--- src/rtl/db_gain_applier_if.sv ---
// Request/result bundle for db_gain_applier: the requester drives the start
// strobe with the sample and gain, the applier returns the scaled sample
// together with its done pulse and a busy flag.
interface db_gain_applier_if;
    logic               start;
    logic signed [11:0] input_sample;
    logic signed [8:0]  gain_db;
    logic signed [11:0] modified_sample;
    logic               done;
    logic               busy;

    modport master (
        output start,
        output input_sample,
        output gain_db,
        input  modified_sample,
        input  done,
        input  busy
    );

    modport slave (
        input  start,
        input  input_sample,
        input  gain_db,
        output modified_sample,
        output done,
        output busy
    );
endinterface

--- src/rtl/db_gain_applier.sv ---
// Applies an integer-dB gain to one signed 12-bit sample.
// The clamped gain is split as g - GAIN_MIN_DB = 6*q + r by repeated
// subtraction. The linear gain is then 2^(q-8) * 10^(r/20): r selects a Q1.11
// mantissa and q selects the final rounding shift. The result is rounded
// (ties toward +inf) and saturated to the 12-bit range.
module db_gain_applier #(
    parameter int GAIN_MIN_DB = -48,
    parameter int GAIN_MAX_DB = 24
) (
    input  logic              clock,
    input  logic              reset,
    db_gain_applier_if.slave  bus
);
    localparam int DATA_W   = 12;
    localparam int COEF_W   = 13;  // Q1.11 mantissa plus sign bit
    localparam int PROD_W   = 24;
    localparam int ACC_W    = 25;  // headroom so the rounding bias cannot overflow
    localparam int FRAC_W   = 11;
    localparam int K_OFFSET = 8;   // k = q - K_OFFSET
    localparam int SPAN     = GAIN_MAX_DB - GAIN_MIN_DB;
    localparam int U_W      = $clog2(SPAN + 1);
    localparam int Q_W      = $clog2(SPAN / 6 + 1);

    typedef enum logic [1:0] {IDLE, DIV, MUL, SAT} state_t;

    state_t                     state;
    logic signed [DATA_W-1:0]   sample_p0;
    logic        [U_W-1:0]      rem;
    logic        [Q_W-1:0]      quo;
    logic signed [PROD_W-1:0]   product_p1;
    logic signed [DATA_W-1:0]   result;
    logic                       done_r;
    logic                       busy_r;

    // Clamp the requested gain and return its offset above the minimum.
    function automatic logic [U_W-1:0] clamp_gain(input logic signed [8:0] g);
        int gi;
        gi = int'(g);
        if (gi < GAIN_MIN_DB) gi = GAIN_MIN_DB;
        if (gi > GAIN_MAX_DB) gi = GAIN_MAX_DB;
        return U_W'(gi - GAIN_MIN_DB);
    endfunction

    // 10^(r/20) in Q1.11, for r = 0..5.
    function automatic logic signed [COEF_W-1:0] coef(input logic [2:0] r);
        case (r)
            3'd0:    return 13'sd2048;
            3'd1:    return 13'sd2298;
            3'd2:    return 13'sd2578;
            3'd3:    return 13'sd2893;
            3'd4:    return 13'sd3246;
            default: return 13'sd3642;
        endcase
    endfunction

    // Sample times mantissa. The magnitude never exceeds 2048*3642, so it fits in 24 bits.
    function automatic logic signed [PROD_W-1:0] mul_coef(
        input logic signed [DATA_W-1:0] s,
        input logic signed [COEF_W-1:0] c
    );
        logic signed [ACC_W-1:0] p;
        p = ACC_W'(s) * ACC_W'(c);
        return p[PROD_W-1:0];
    endfunction

    // Add half an LSB, then shift arithmetically. Ties resolve toward +inf.
    function automatic logic signed [ACC_W-1:0] round_shift(
        input logic signed [PROD_W-1:0] p,
        input logic        [4:0]        sh
    );
        logic signed [ACC_W-1:0] a;
        logic signed [ACC_W-1:0] bias;
        logic signed [ACC_W-1:0] sum;
        a    = ACC_W'(p);
        bias = ACC_W'(1) << (sh - 5'd1);
        sum  = a + bias;
        return sum >>> sh;
    endfunction

    // Clamp to the signed 12-bit output range.
    function automatic logic signed [DATA_W-1:0] saturate(input logic signed [ACC_W-1:0] y);
        if (y > 25'sd2047)  return 12'sd2047;
        if (y < -25'sd2048) return -12'sd2048;
        return y[DATA_W-1:0];
    endfunction

    // Control FSM with divide, multiply and round/saturate steps; every output is registered.
    always_ff @(posedge clock or posedge reset) begin
        if (reset) begin
            state      <= IDLE;
            done_r     <= 1'b0;
            busy_r     <= 1'b0;
            result     <= '0;
            sample_p0  <= '0;
            rem        <= '0;
            quo        <= '0;
            product_p1 <= '0;
        end else begin
            done_r <= 1'b0;
            case (state)
                IDLE: begin
                    if (bus.start) begin
                        sample_p0 <= bus.input_sample;
                        rem       <= clamp_gain(bus.gain_db);
                        quo       <= '0;
                        busy_r    <= 1'b1;
                        state     <= DIV;
                    end
                end
                DIV: begin
                    if (rem >= U_W'(6)) begin
                        rem <= rem - U_W'(6);
                        quo <= quo + Q_W'(1);
                    end else begin
                        state <= MUL;
                    end
                end
                MUL: begin
                    product_p1 <= mul_coef(sample_p0, coef(rem[2:0]));
                    state      <= SAT;
                end
                SAT: begin
                    result <= saturate(round_shift(product_p1,
                                       5'(FRAC_W + K_OFFSET) - 5'(quo)));
                    done_r <= 1'b1;
                    busy_r <= 1'b0;
                    state  <= IDLE;
                end
                default: state <= IDLE;
            endcase
        end
    end

    assign bus.modified_sample = result;
    assign bus.done            = done_r;
    assign bus.busy            = busy_r;
endmodule

--- src/flat_wrapper.sv ---
// flat-port wrapper written by rule: the top's interface ports become plain ports
module db_gain_applier_flat 
#(
    parameter int GAIN_MIN_DB = -48,
    parameter int GAIN_MAX_DB = 24
)
  (clock, reset, bus_start, bus_input_sample, bus_gain_db, bus_modified_sample, bus_done, bus_busy);
  db_gain_applier_if bus_i ();
  input  logic clock;
  input  logic reset;
  input wire logic [$bits(bus_i.start)-1:0] bus_start;
  input wire logic [$bits(bus_i.input_sample)-1:0] bus_input_sample;
  input wire logic [$bits(bus_i.gain_db)-1:0] bus_gain_db;
  output wire logic [$bits(bus_i.modified_sample)-1:0] bus_modified_sample;
  output wire logic [$bits(bus_i.done)-1:0] bus_done;
  output wire logic [$bits(bus_i.busy)-1:0] bus_busy;
  assign bus_i.start = bus_start;
  assign bus_i.input_sample = bus_input_sample;
  assign bus_i.gain_db = bus_gain_db;
  assign bus_modified_sample = bus_i.modified_sample;
  assign bus_done = bus_i.done;
  assign bus_busy = bus_i.busy;
  db_gain_applier #(.GAIN_MIN_DB(GAIN_MIN_DB), .GAIN_MAX_DB(GAIN_MAX_DB)) u_core (.clock(clock), .reset(reset), .bus(bus_i));
endmodule
--- config.mk ---
export PLATFORM = sky130hd
export DESIGN_NAME = db_gain_applier_flat
export DESIGN_NICKNAME = d
export VERILOG_FILES = /design/src/rtl/db_gain_applier_if.sv /design/src/rtl/db_gain_applier.sv /design/src/flat_wrapper.sv
export SDC_FILE = /design/constraint.sdc
export NUM_CORES = 1
export LEC_CHECK = 0
export ABC_CLOCK_PERIOD_IN_PS = 8900
export BUFFER_PORTS_ARGS = -buffer_cell sky130_fd_sc_hd__buf_4
export CAP_MARGIN = 20
export CORE_MARGIN = 5
export CORE_UTILIZATION = 60
export CTS_CLUSTER_SIZE = 30
export DETAILED_ROUTE_END_ITERATION = 8
export PLACE_DENSITY_LB_ADDON = 0.1
export SLEW_MARGIN = 20
export SYNTH_ARGS = -nofsm -noshare
export SYNTH_HDL_FRONTEND = slang
export SYNTH_SLANG_ARGS = --single-unit
--- constraint.sdc ---
create_clock -name clock -period 8.9 [get_ports clock]
set_clock_uncertainty 0.05 [all_clocks]
set_input_delay 1.335 -clock clock [delete_from_list [all_inputs] [get_ports clock]]
set_output_delay 1.335 -clock clock [all_outputs]
set_load 0.005 [all_outputs]
# [After elaboration in Yosys (flattened, before gate mapping)]
# Index checks and enable logic that the tools add are counted.
[word_totals] input_bits=24 out_inout_bits=14 word_cells=69 register_bits=63
[classes] reduce_logical=8 n_eq_ne=10 n_mul=1 n_addsub=6 n_shift=2 mux=29 n_lt_le_gt_ge=5
[op_table] operator="$mux W32" count=3
[op_table] operator="$pmux W11 S5" count=1
[op_table] operator="$mux W12" count=4
[op_table] operator="$mux W7" count=5
[op_table] operator="$gt A32 B6 Y1 const B" count=1
[op_table] operator="$add A24 B25 Y25" count=1
[op_table] operator="$gt A25 B12 Y1 const B" count=1
[op_table] operator="$lt A25 B12 Y1 const B" count=1
[op_table] operator="$shl A1 B5 Y25 const A" count=1
[op_table] operator="$sshr A25 B5 Y25" count=1
[op_table] operator="$mul A12 B13 Y24" count=1
[op_table] operator="$pmux W7 S2" count=1
[op_table] operator="$mux W13" count=1
[op_table] operator="$lt A9 B7 Y1 const B" count=1
[op_table] operator="$mux W4" count=2
[op_table] operator="$pmux W2 S4" count=1
[op_table] operator="$pmux W4 S2" count=1
[op_table] operator="$ge A7 B3 Y1 const B" count=1
[op_table] operator="$mux W1" count=7
[op_table] operator="$sub A7 B3 Y7 const B" count=1
[op_table] operator="$sub A7 B7 Y7 const B" count=1
[op_table] operator="$eq A3 B2 Y1 const B" count=2
[op_table] operator="$reduce_and A2 Y1" count=3
[op_table] operator="$sub A5 B1 Y5 const B" count=1
[op_table] operator="other kinds (14)" count=18

# [Logic depth before layout (Yosys ltp)]
# Gate-level depths: netlist of the first run.
[logic_depth] depth_word=12 depth_mapped=29

# [Least setup slack after synthesis of the first run]
# OpenSTA, ideal clock, no wires.
[synth_timing] path_kind="register -> register" startpoint="register u_core.rem[2]" endpoint="register u_core.product_p1[20]" path_stages_with_launch=30 arrival_ns=6.427 required_ns=8.725 setup_slack_ns=2.298 path_cell_list="dfrtp_1 > clkbuf_1 > nor2b_1 > and2_1 > nor2_1 > clkbuf_1 > nand2_1 > fa_1 > inv_1 > ha_1 > inv_1 > fa_1 > inv_1 > ha_1 > inv_1 > fa_1 > inv_1 > ha_1 > a21o_1 > a21o_1 > a21o_1 > a21oi_1 > o21ai_1 > a211o_1 > a2111oi_2 > nor3_1 > or3_1 > a21oi_1 > xnor2_1 > mux2_2"
[synth_via] elab_chain_cells=4 word_cells_on_any_way=8 classes_between="mul: 1; eq/ne: 4; mux: 2; reduce/logical: 1"
[synth_lines] element="from (decl)" line_no="db_gain_applier.sv:28" text="logic [U_W-1:0] rem;"
[synth_lines] element="from (signal assigned)" line_no="db_gain_applier.sv:104" text="rem <= clamp_gain(bus.gain_db);"
[synth_lines] element="from (signal assigned)" line_no="db_gain_applier.sv:112" text="rem <= rem - U_W'(6);"
[synth_lines] element="$eq A3 B3 Y1, or another cell as far along" line_no="db_gain_applier.sv:46" text="case (r)"
[synth_lines] element="$pmux W11 S5 (*)" line_no="db_gain_applier.sv:46"
[synth_lines] element="$mux W13 (*)" line_no="db_gain_applier.sv:100" text="case (state)"
[synth_lines] element="$mul A12 B13 Y24 (*)" line_no="db_gain_applier.sv:62" text="p = ACC_W'(s) * ACC_W'(c);"
[synth_lines] element="to (signal assigned)" line_no="db_gain_applier.sv:119" text="product_p1 <= mul_coef(sample_p0, coef(rem[2:0]));"
[synth_lines] element="to (decl)" line_no="db_gain_applier.sv:30" text="logic signed [PROD_W-1:0] product_p1;"
# Mark *: on every way between the ends. The rest lies on a longest branch, timed or not. The select of a mux whose other input is x is not followed.
# A chain may end at the register's enable or synchronous reset.

# [Worst setup path in the final report of the first run]
[layout_timing] startpoint="register u_core.rem[0]" endpoint="register u_core.product_p1[21]"
# The elaborated chain is that of the path after synthesis.

==> metrics.md, run 1 <==
| Metric | Value |
|---|---|
| Hold/Removal Path Class | register to register |
| Worst hold start | u_core.product_p1[0] |
| Initial antenna violation count | 0 |
| Routed Antenna Nets | 0 |
| Finished Core Util | 65.0% |
| Max Transition Viols Final | 0 |
| Final setup margin | 1.25 ns |
| Row cnt | 49 |
| Startpoint types | register |
| Max-Cap Viols | 0 |
| Post-Synthesis Cell Area | 0.0110 sq mm |
| Clock latency on the worst-skew pair | 0.34 ns |
| Max_slew headroom | 30.6% |
| Reg2Reg Capture Point | u_core.product_p1[21] |
| Syn Nets | 1568 |
| Synth Instances | 1332 |
| Slowest-stage cell, CP | o41ai_1 |
| Drt drc | 0 |
| Critical Path End Type | register |
| Avg WL per Cell | 17.8 microns |
| Routed wl met2 | 12.5 mm |
| R2R depth | 26 |
| Syn Area/Cell | 8.27 sq um |
| Pre-CTS setup slack | 1.39 ns |
| Die X | 146 microns |
| Initial Util | 61.1% |
| Diodes inserted | 0 |
| Synthesized flop and latch total | 63 |
| Top Metal Used | met4 |
| CTS Sinks | 63 |
| CP endpoint | u_core.product_p1[21] |
| CP Class | register to register |
| DR pass1 iterations | 5 |
| Share of layout cells above drive strength 1 | 10.7% |
| CP max FO | 15 |
| Global-route wire length before repair | 47.2 mm |
| Largest net degree at the start of global routing | 64 |
| Worst-path clk slew | 0.06 ns |
| Routed WL | 27.6 mm |
| Met1 WL | 12.7 mm |
| Final Hold Fails | 0 |
| Crit path time final | 7.65 ns |
| CTS Buf Count | 9 |
| # IOs | 38 |
| CTS hold repair buffers | 0 |
| Die height | 146 microns |
| Setup repair after global routing missed its margin | false |
| Vias/cell | 6.10 |
| Nets@finish | 1558 |
| Status | finished, final reports clean |
| Met3 WL | 2.05 mm |
| Post-synthesis cell type count | 87 |
| Resized Gates After CTS | 0 |
| Fmax | 131 MHz |
| Period utilization | 86.0% |
| Aggregate global routing overflow | 0 |
| Number of H-tree levels | 3 |
| Dpl hpwl | 21.9 mm |
| DR iter-0 viols | 816 |
| Total die area | 0.0212 sq mm |
| Register area share after synthesis | 14.3% |
| Clock Tree Buf Depth | 2 |
| Worst Path Arrival | 7.83 ns |
| Port Buffers | 37 |
| Final setup vio count | 0 |
| Post-synthesis async set-or-reset flop share | 100% |
| R2r startpoint | u_core.rem[0] |
| Most used DFF post-synth | dfrtp_1 |
| Routed via count | 9484 |
| Worst Max-Slew Pin Slew | 1.04 ns |
| CTS tree | done |
| Core footprint | 0.0180 sq mm |
| Vias in the first global route | 9245 |
| Worst reg2reg setup slack | 1.25 ns |
| Post-synth EDFFs | 0 |
| Most frequent CP cell | fa_1 |
| Crit path from | u_core.rem[0] |
| Setup TNS | 0 ns |
| Synth warn | 0 |
| Area growth syn-to-layout | 6.35% |
| Global Route Usage Sum | 26.8% |
| CTS root buf | clkbuf_16 |
| Post-CTS setup buffers | 0 |
| CP required | 9.08 ns |
| Biggest cell delay along the critical path | 0.81 ns |
| Final RePlAce weighted congestion | 0.930 |
-- routing by layer --
metal	vias up	track usage, %
met5	-	0
met4	0	5.08
met1	4623	39.1
met3	23	4.55
met2	345	42.4
li1	4493	-
-- sequential cells by signal, indices dropped and copies added, names as in the netlist --
name,count
u_core.bus.busy,1
u_core.rem,7
u_core.state,2
u_core.bus.modified_sample,12
u_core.sample_p0,12
u_core.product_p1,24
u_core.bus.done,1
u_core.quo,4
-- cell usage in the layout, fill, tap and decap left out, drive strengths merged, types with 9 or more instances in the layout --
cell type / netlist / final
nor3: 23 / 23
nand2: 167 / 167
nor2: 99 / 99
clkbuf: 48 / 10
a31oi: 14 / 14
nand2b: 12 / 12
ha: 109 / 109
a211oi: 18 / 18
o21ai: 49 / 49
xnor2: 28 / 28
buf: 22 / 49
xor2: 10 / 10
mux2i: 21 / 21
mux2: 44 / 44
and2: 43 / 43
and3: 15 / 15
a21oi: 66 / 66
dfrtp: 63 / 63
o22ai: 16 / 16
fa: 103 / 103
o211ai: 16 / 16
nand3: 17 / 17
o21a: 9 / 9
a21o: 18 / 18
inv: 177 / 178
-- stage by stage --
stage          hold WS [ns]  cell area (sq um)  instances
2_1_floorplan         0.403              11000       1332
3_5_place_dp          0.448              11400       1540
3_3_place_gp          0.447              11400       1540
5_1_grt               0.488              11700       1556
6_report              0.456              11700       1556
4_1_cts               0.464              11700       1556
-- worst max-delay path: cells and delay by family (launching register included) --
kind                       cells  cell delay (ns)
muxes                          1             0.25
DFF                            1             0.48
xor gates and xnor gates       1             0.07
buffers and inverters          4             0.32
adders and majority gates      6             2.55
and+or+nand+nor                5             1.49
AOI/OAI and AO/OA              9             2.28
-- Yosys cell counts (21+ instances only) --
library cell  instances  area share [%]
and2_1               43             2.4
xnor2_1              28             2.2
ha_1                109              12
nor3_1               22             1.0
nand2_1             167             5.7
mux2_2               44             4.5
mux2i_1              21             1.9
fa_1                103              19
a21oi_1              64             2.9
nor2_1               99             3.4
clkbuf_1             48             1.6
inv_1               177             6.0
o21ai_0              40             1.8
dfrtp_1              63              14
-- worst min-delay path by stage --
| stage | slack [ns] | endpoint | depth (start not counted) |
|---|---|---|---|
| finish | 0.46 | u_core.product_p1[0] | 2 |
| global route | 0.49 | u_core.product_p1[6] | 2 |
| CTS | 0.46 | u_core.product_p1[0] | 2 |
| detailed placement | 0.45 | u_core.bus.modified_sample[11] | 1 |
| global placement | 0.45 | u_core.bus.modified_sample[11] | 1 |
| floorplan | 0.40 | u_core.product_p1[18] | 2 |
-- layout make-up --
type	instances	area, sq um
multi-input cells	1021	8490
flip-flops and latches	63	1580
clock buffers	10	239
repair buffers	49	368
clock inverters	6	92.6
inverters	178	668
fillers	1625	6310
well taps	229	287
-- logic make-up (layout without fill, tap and decap cells) --
kind of cell	Yosys count	after routing	share of synthesized area (%)
AOI/OAI and AO/OA	280	280	18.0
xor gates and xnor gates	38	38	3.02
adders and majority gates	212	212	31.1
buffers and inverters	248	243	8.66
DFF	63	63	14.3
muxes	67	67	6.81
and+or+nand+nor	424	424	18.1
Power of run 1 is left out: the tool's default activity adds up to more than one toggle a clock period on the data nets, which glitch-free logic cannot reach.
==> inputs of run 2 (changes only) <==
--- a/config.mk
+++ b/config.mk
@@ -12,7 +12,8 @@
 export CORE_UTILIZATION = 60
 export CTS_CLUSTER_SIZE = 30
 export DETAILED_ROUTE_END_ITERATION = 8
-export PLACE_DENSITY_LB_ADDON = 0.1
+export HOLD_SLACK_MARGIN = 0.02
+export PLACE_DENSITY_LB_ADDON = 0.08
 export SLEW_MARGIN = 20
 export SYNTH_ARGS = -nofsm -noshare
 export SYNTH_HDL_FRONTEND = slang
==> metrics.md, run 2 (synthesized netlist as in run 1, its figures left out) <==
| Metric | Value |
|---|---|
| Final RePlAce weighted congestion | 0.918 |
| Final setup vio count | 0 |
| Final Hold Fails | 0 |
| Non-Filler Instances | 1556 |
| Share of layout cells above drive strength 1 | 10.7% |
| Worst-path clk slew | 0.06 ns |
| Startpoint types | register |
| Crit path time final | 7.76 ns |
| Status | finished, final reports clean |
| CTS tree | done |
| Most flops, register | u_core.product_p1 |
| CTS Buf Count | 9 |
| Max_slew headroom | 34.2% |
| Core footprint | 0.0180 sq mm |
| Largest net degree at the start of global routing | 64 |
| Max Transition Viols Final | 0 |
| Clock Tree Buf Depth | 2 |
| Period utilization | 87.2% |
| Number of H-tree levels | 3 |
| Worst Max-Slew Pin Slew | 0.983 ns |
| Most common cell after layout, fill and taps aside | inv_1 |
| Global Route Usage Sum | 26.7% |
| Clock latency on the worst-skew pair | 0.35 ns |
| Worst Path Arrival | 7.93 ns |
| Drt drc | 0 |
| Routed WL | 27.9 mm |
| Initial Util | 61.1% |
| DR pass1 iterations | 5 |
| Post-CTS setup buffers | 0 |
| Placed cells | 1540 |
| Critical Path End Type | register |
| Routed via count | 9492 |
| Setup TNS | 0 ns |
| Crit path from | u_core.rem[0] |
| CTS hold repair buffers | 0 |
| Fmax | 129 MHz |
| Global-route wire length before repair | 47.3 mm |
| Setup repair after global routing missed its margin | false |
| CP required | 9.06 ns |
| CP endpoint | u_core.product_p1[23] |
| CP Class | register to register |
| CP max FO | 15 |
| Reg2Reg Capture Point | u_core.product_p1[23] |
| Die X | 146 microns |
| Largest register FFs | 24 |
| Area growth syn-to-layout | 6.34% |
| Row cnt | 49 |
| Vias/cell | 6.10 |
| Resized Gates After CTS | 0 |
| Dpl hpwl | 22.2 mm |
| Port Buffers | 37 |
| CTS root buf | clkbuf_16 |
| Most frequent cells in the layout | inv_1, nand2_1, ha_1 |
| Vias in the first global route | 9314 |
| Initial antenna violation count | 0 |
| Max-Cap Viols | 0 |
| Avg WL per Cell | 17.9 microns |
| CTS Sinks | 63 |
| R2r startpoint | u_core.rem[0] |
| Nets@finish | 1558 |
| DR iter-0 viols | 768 |
| Diodes inserted | 0 |
| R2R depth | 26 |
| Aggregate global routing overflow | 0 |
| Total die area | 0.0212 sq mm |
| # IOs | 38 |
| Worst reg2reg setup slack | 1.14 ns |
| Die height | 146 microns |
| Hold/Removal Path Class | register to register |
| Routed Antenna Nets | 0 |
## run 2: changes by cell type in the layout (fill, tap and decap cells not counted), sizes merged
cell	change
clkinv	+2
clkinvlp	-2
## run 2: worst min path at each step
stage	start	to	slack, ns	cells after the start
6_report	u_core.product_p1[0]	u_core.product_p1[0]	0.45	2
5_1_grt	u_core.product_p1[0]	u_core.product_p1[0]	0.48	2
4_1_cts	u_core.product_p1[0]	u_core.product_p1[0]	0.45	2
3_5_place_dp	u_core.product_p1[0]	u_core.product_p1[0]	0.44	2
3_3_place_gp	u_core.product_p1[0]	u_core.product_p1[0]	0.44	2
2_1_floorplan	u_core.product_p1[18]	u_core.product_p1[18]	0.40	2
## run 2: cell type report
type,count,area [sq um]
multi-input combinational,1021,8490
fill,1607,6310
sequential,63,1580
inverter,178,668
timing repair buffer,49,368
tap,229,287
clock buffer,10,239
clock inverter,6,91.3
## run 2: per-stage QoR
stage	setup WS (ns)	area [sq um]	util, %	hold WS, ns
after floorplan	2.30	11000	-	0.403
after global placement	1.57	11400	63.2	0.442
after detailed placement	1.27	11400	63.2	0.436
after CTS	1.21	11700	65.0	0.448
after global routing	0.612	11700	65.0	0.476
final	1.14	11700	65.0	0.446
## run 2: critical path: stages (launching register included)
cell      delay [ns]
dfrtp_1         0.49
nor2b_1         0.18
buf_4           0.19
and2_1          0.29
nor2_1          0.70
nand2_1         0.18
fa_1            0.57
inv_1           0.04
ha_1            0.20
fa_1            0.47
inv_1           0.05
fa_1            0.47
fa_1            0.54
inv_1           0.05
ha_1            0.33
nor2b_1         0.15
o21ai_0         0.21
a21boi_0        0.15
o21ai_0         0.23
a21boi_0        0.16
o21ai_0         0.27
a21oi_1         0.14
o41ai_1         0.76
o211ai_1        0.25
a31oi_1         0.26
xnor2_1         0.15
a21oi_1         0.09
## run 2: layer usage
| metal | wire, microns | GRT usage (%) |
|---|---|---|
| met1 | 13200 | 40.4 |
| met2 | 12500 | 41.3 |
| met3 | 1820 | 3.55 |
| met4 | 414 | 5.64 |
| met5 | 0 | 0 |
Power of run 2 is left out for the same reason.
==> inputs of run 3 (changes only) <==
--- a/config.mk
+++ b/config.mk
@@ -5,11 +5,11 @@
 export SDC_FILE = /design/constraint.sdc
 export NUM_CORES = 1
 export LEC_CHECK = 0
-export ABC_CLOCK_PERIOD_IN_PS = 8900
+export ABC_CLOCK_PERIOD_IN_PS = 8200
 export BUFFER_PORTS_ARGS = -buffer_cell sky130_fd_sc_hd__buf_4
 export CAP_MARGIN = 20
 export CORE_MARGIN = 5
-export CORE_UTILIZATION = 60
+export CORE_UTILIZATION = 25
 export CTS_CLUSTER_SIZE = 30
 export DETAILED_ROUTE_END_ITERATION = 8
 export HOLD_SLACK_MARGIN = 0.02
==> constraint.sdc (replaced) <==
create_clock -name clock -period 8.2 [get_ports clock]
set_clock_uncertainty 0.05 [all_clocks]
set_input_delay 1.23 -clock clock [delete_from_list [all_inputs] [get_ports clock]]
set_output_delay 1.23 -clock clock [all_outputs]
set_load 0.005 [all_outputs]
==> metrics.md, run 3 (synthesized netlist as in run 1, its figures left out) <==
| Metric | Value |
|---|---|
| Clock Tree Buf Depth | 2 |
| Initial antenna violation count | 0 |
| DR pass1 iterations | 5 |
| Die height | 220 microns |
| Max_slew headroom | 39.9% |
| Vias/cell | 4.77 |
| Share of layout cells above drive strength 1 | 11.3% |
| CP max FO | 13 |
| R2R depth | 25 |
| # IOs | 38 |
| Routed via count | 9196 |
| Setup TNS | 0 ns |
| Largest net degree at the start of global routing | 64 |
| Largest register FFs | 24 |
| Dpl hpwl | 28.8 mm |
| Final setup vio count | 0 |
| Status | finished, final reports clean |
| Most common cell after layout, fill and taps aside | inv_1 |
| Total die area | 0.0484 sq mm |
| Diodes inserted | 0 |
| Critical Path End Type | register |
| Startpoint types | register |
| DR iter-0 viols | 603 |
| Aggregate global routing overflow | 0 |
| Nets@finish | 1566 |
| Post-CTS setup buffers | 0 |
| Hold/Removal Path Class | register to register |
| Row cnt | 77 |
| Worst-path clk slew | 0.06 ns |
| Initial Util | 25.1% |
| Most flops, register | u_core.product_p1 |
| Max Transition Viols Final | 0 |
| Setup repair after global routing missed its margin | false |
| Number of H-tree levels | 3 |
| Worst Max-Slew Pin Slew | 0.902 ns |
| Reg area | 0.00158 sq mm |
| CTS hold repair buffers | 0 |
| Clock latency on the worst-skew pair | 0.35 ns |
| Area of the multi-input gates | 0.00849 sq mm |
| Hold depth | 2 |
| Routed WL | 36.1 mm |
| Avg WL per Cell | 18.7 microns |
| Global-route wire length before repair | 57.1 mm |
| Global Route Usage Sum | 15.1% |
| CP required | 8.38 ns |
| Routed Antenna Nets | 0 |
| Crit path time final | 6.98 ns |
| Filler instances | 4869 |
| Final RePlAce weighted congestion | 0.811 |
| Die X | 220 microns |
| Port Buffers | 37 |
| Most frequent cells in the layout | inv_1, nand2_1, ha_1 |
| Period utilization | 85.1% |
| Area growth syn-to-layout | 10.7% |
| Resized Gates After CTS | 0 |
| Final Hold Fails | 0 |
| Core footprint | 0.0439 sq mm |
| CTS Buf Count | 9 |
| Drt drc | 0 |
| CTS tree | done |
| Worst Path Arrival | 7.16 ns |
| CTS root buf | clkbuf_16 |
| CTS Sinks | 63 |
| Fmax | 143 MHz |
| CP Class | register to register |
| Max-Cap Viols | 0 |
| Vias in the first global route | 9659 |
[run 3: cell count changes in the layout (fill, tap and decap cells not counted)]
| cell | previous run | this run |
|---|---|---|
| buf_4 | 49 | 57 |
| bufinv_16 | 2 | 1 |
| clkbuf_8 | 1 | 0 |
| clkinv_2 | 1 | 2 |
| clkinv_4 | 2 | 1 |
| clkinvlp_4 | 0 | 2 |
| ha_1 | 109 | 108 |
| ha_2 | 0 | 1 |
[run 3: critical path: stages, from the launching register on]
cell and delay (ns):
dfrtp_1 0.51, nor2b_1 0.20, and2_1 0.14, buf_4 0.18
a21o_1 0.36, nand2_1 0.13, fa_1 0.52, inv_1 0.04
ha_1 0.20, fa_1 0.53, inv_1 0.05, fa_1 0.46
fa_1 0.54, inv_1 0.04, ha_1 0.32, a21o_1 0.19
a21o_1 0.18, a21oi_1 0.21, o21ai_1 0.12, a211o_1 0.35
a2111oi_2 0.44, nor3_1 0.17, or3_1 0.37, a21oi_1 0.18
xnor2_1 0.09, mux2_2 0.26
[run 3: worst paths after layout]
check,start,to,slack [ns]
max reg2reg,u_core.rem[0],u_core.product_p1[20],1.22
min,u_core.bus.busy,u_core.bus.busy,0.47
max,u_core.rem[0],u_core.product_p1[20],1.22
min reg2reg,u_core.bus.busy,u_core.bus.busy,0.47
max in group asynchronous,reset,u_core.product_p1[7],6.39
min in group asynchronous,reset,u_core.sample_p0[3],1.09
[run 3: cell type report]
cell class / instances / share of cell area, %
well taps: 592 / 6.07
multi-input cells: 1021 / 69.6
inverters: 178 / 5.48
clock buffers: 9 / 1.85
repair buffers: 57 / 3.51
clock inverters: 7 / 0.595
flip-flops and latches: 63 / 12.9
[run 3: metrics by stage]
step	utilization, %	cell area [sq um]	setup WS (ns)	hold slack [ns]	cells
finish	27.8	12200	1.22	0.465	1927
CTS	27.8	12200	1.18	0.475	1927
floorplan	-	11000	1.60	0.403	1332
global placement	27.1	11900	1.29	0.450	1911
detailed placement	27.1	11900	1.21	0.459	1911
global route	27.8	12200	0.789	0.500	1927
[run 3: metal layers]
layer | vias to the layer above | part of all wire [%] | track usage, %
met5 | - | 0 | 0
met4 | 0 | 1.8 | 3.89
met3 | 29 | 2.0 | 1.13
met2 | 128 | 47 | 25.0
met1 | 4524 | 49 | 21.6
li1 | 4515 | - | -
Power of run 3 is left out for the same reason.
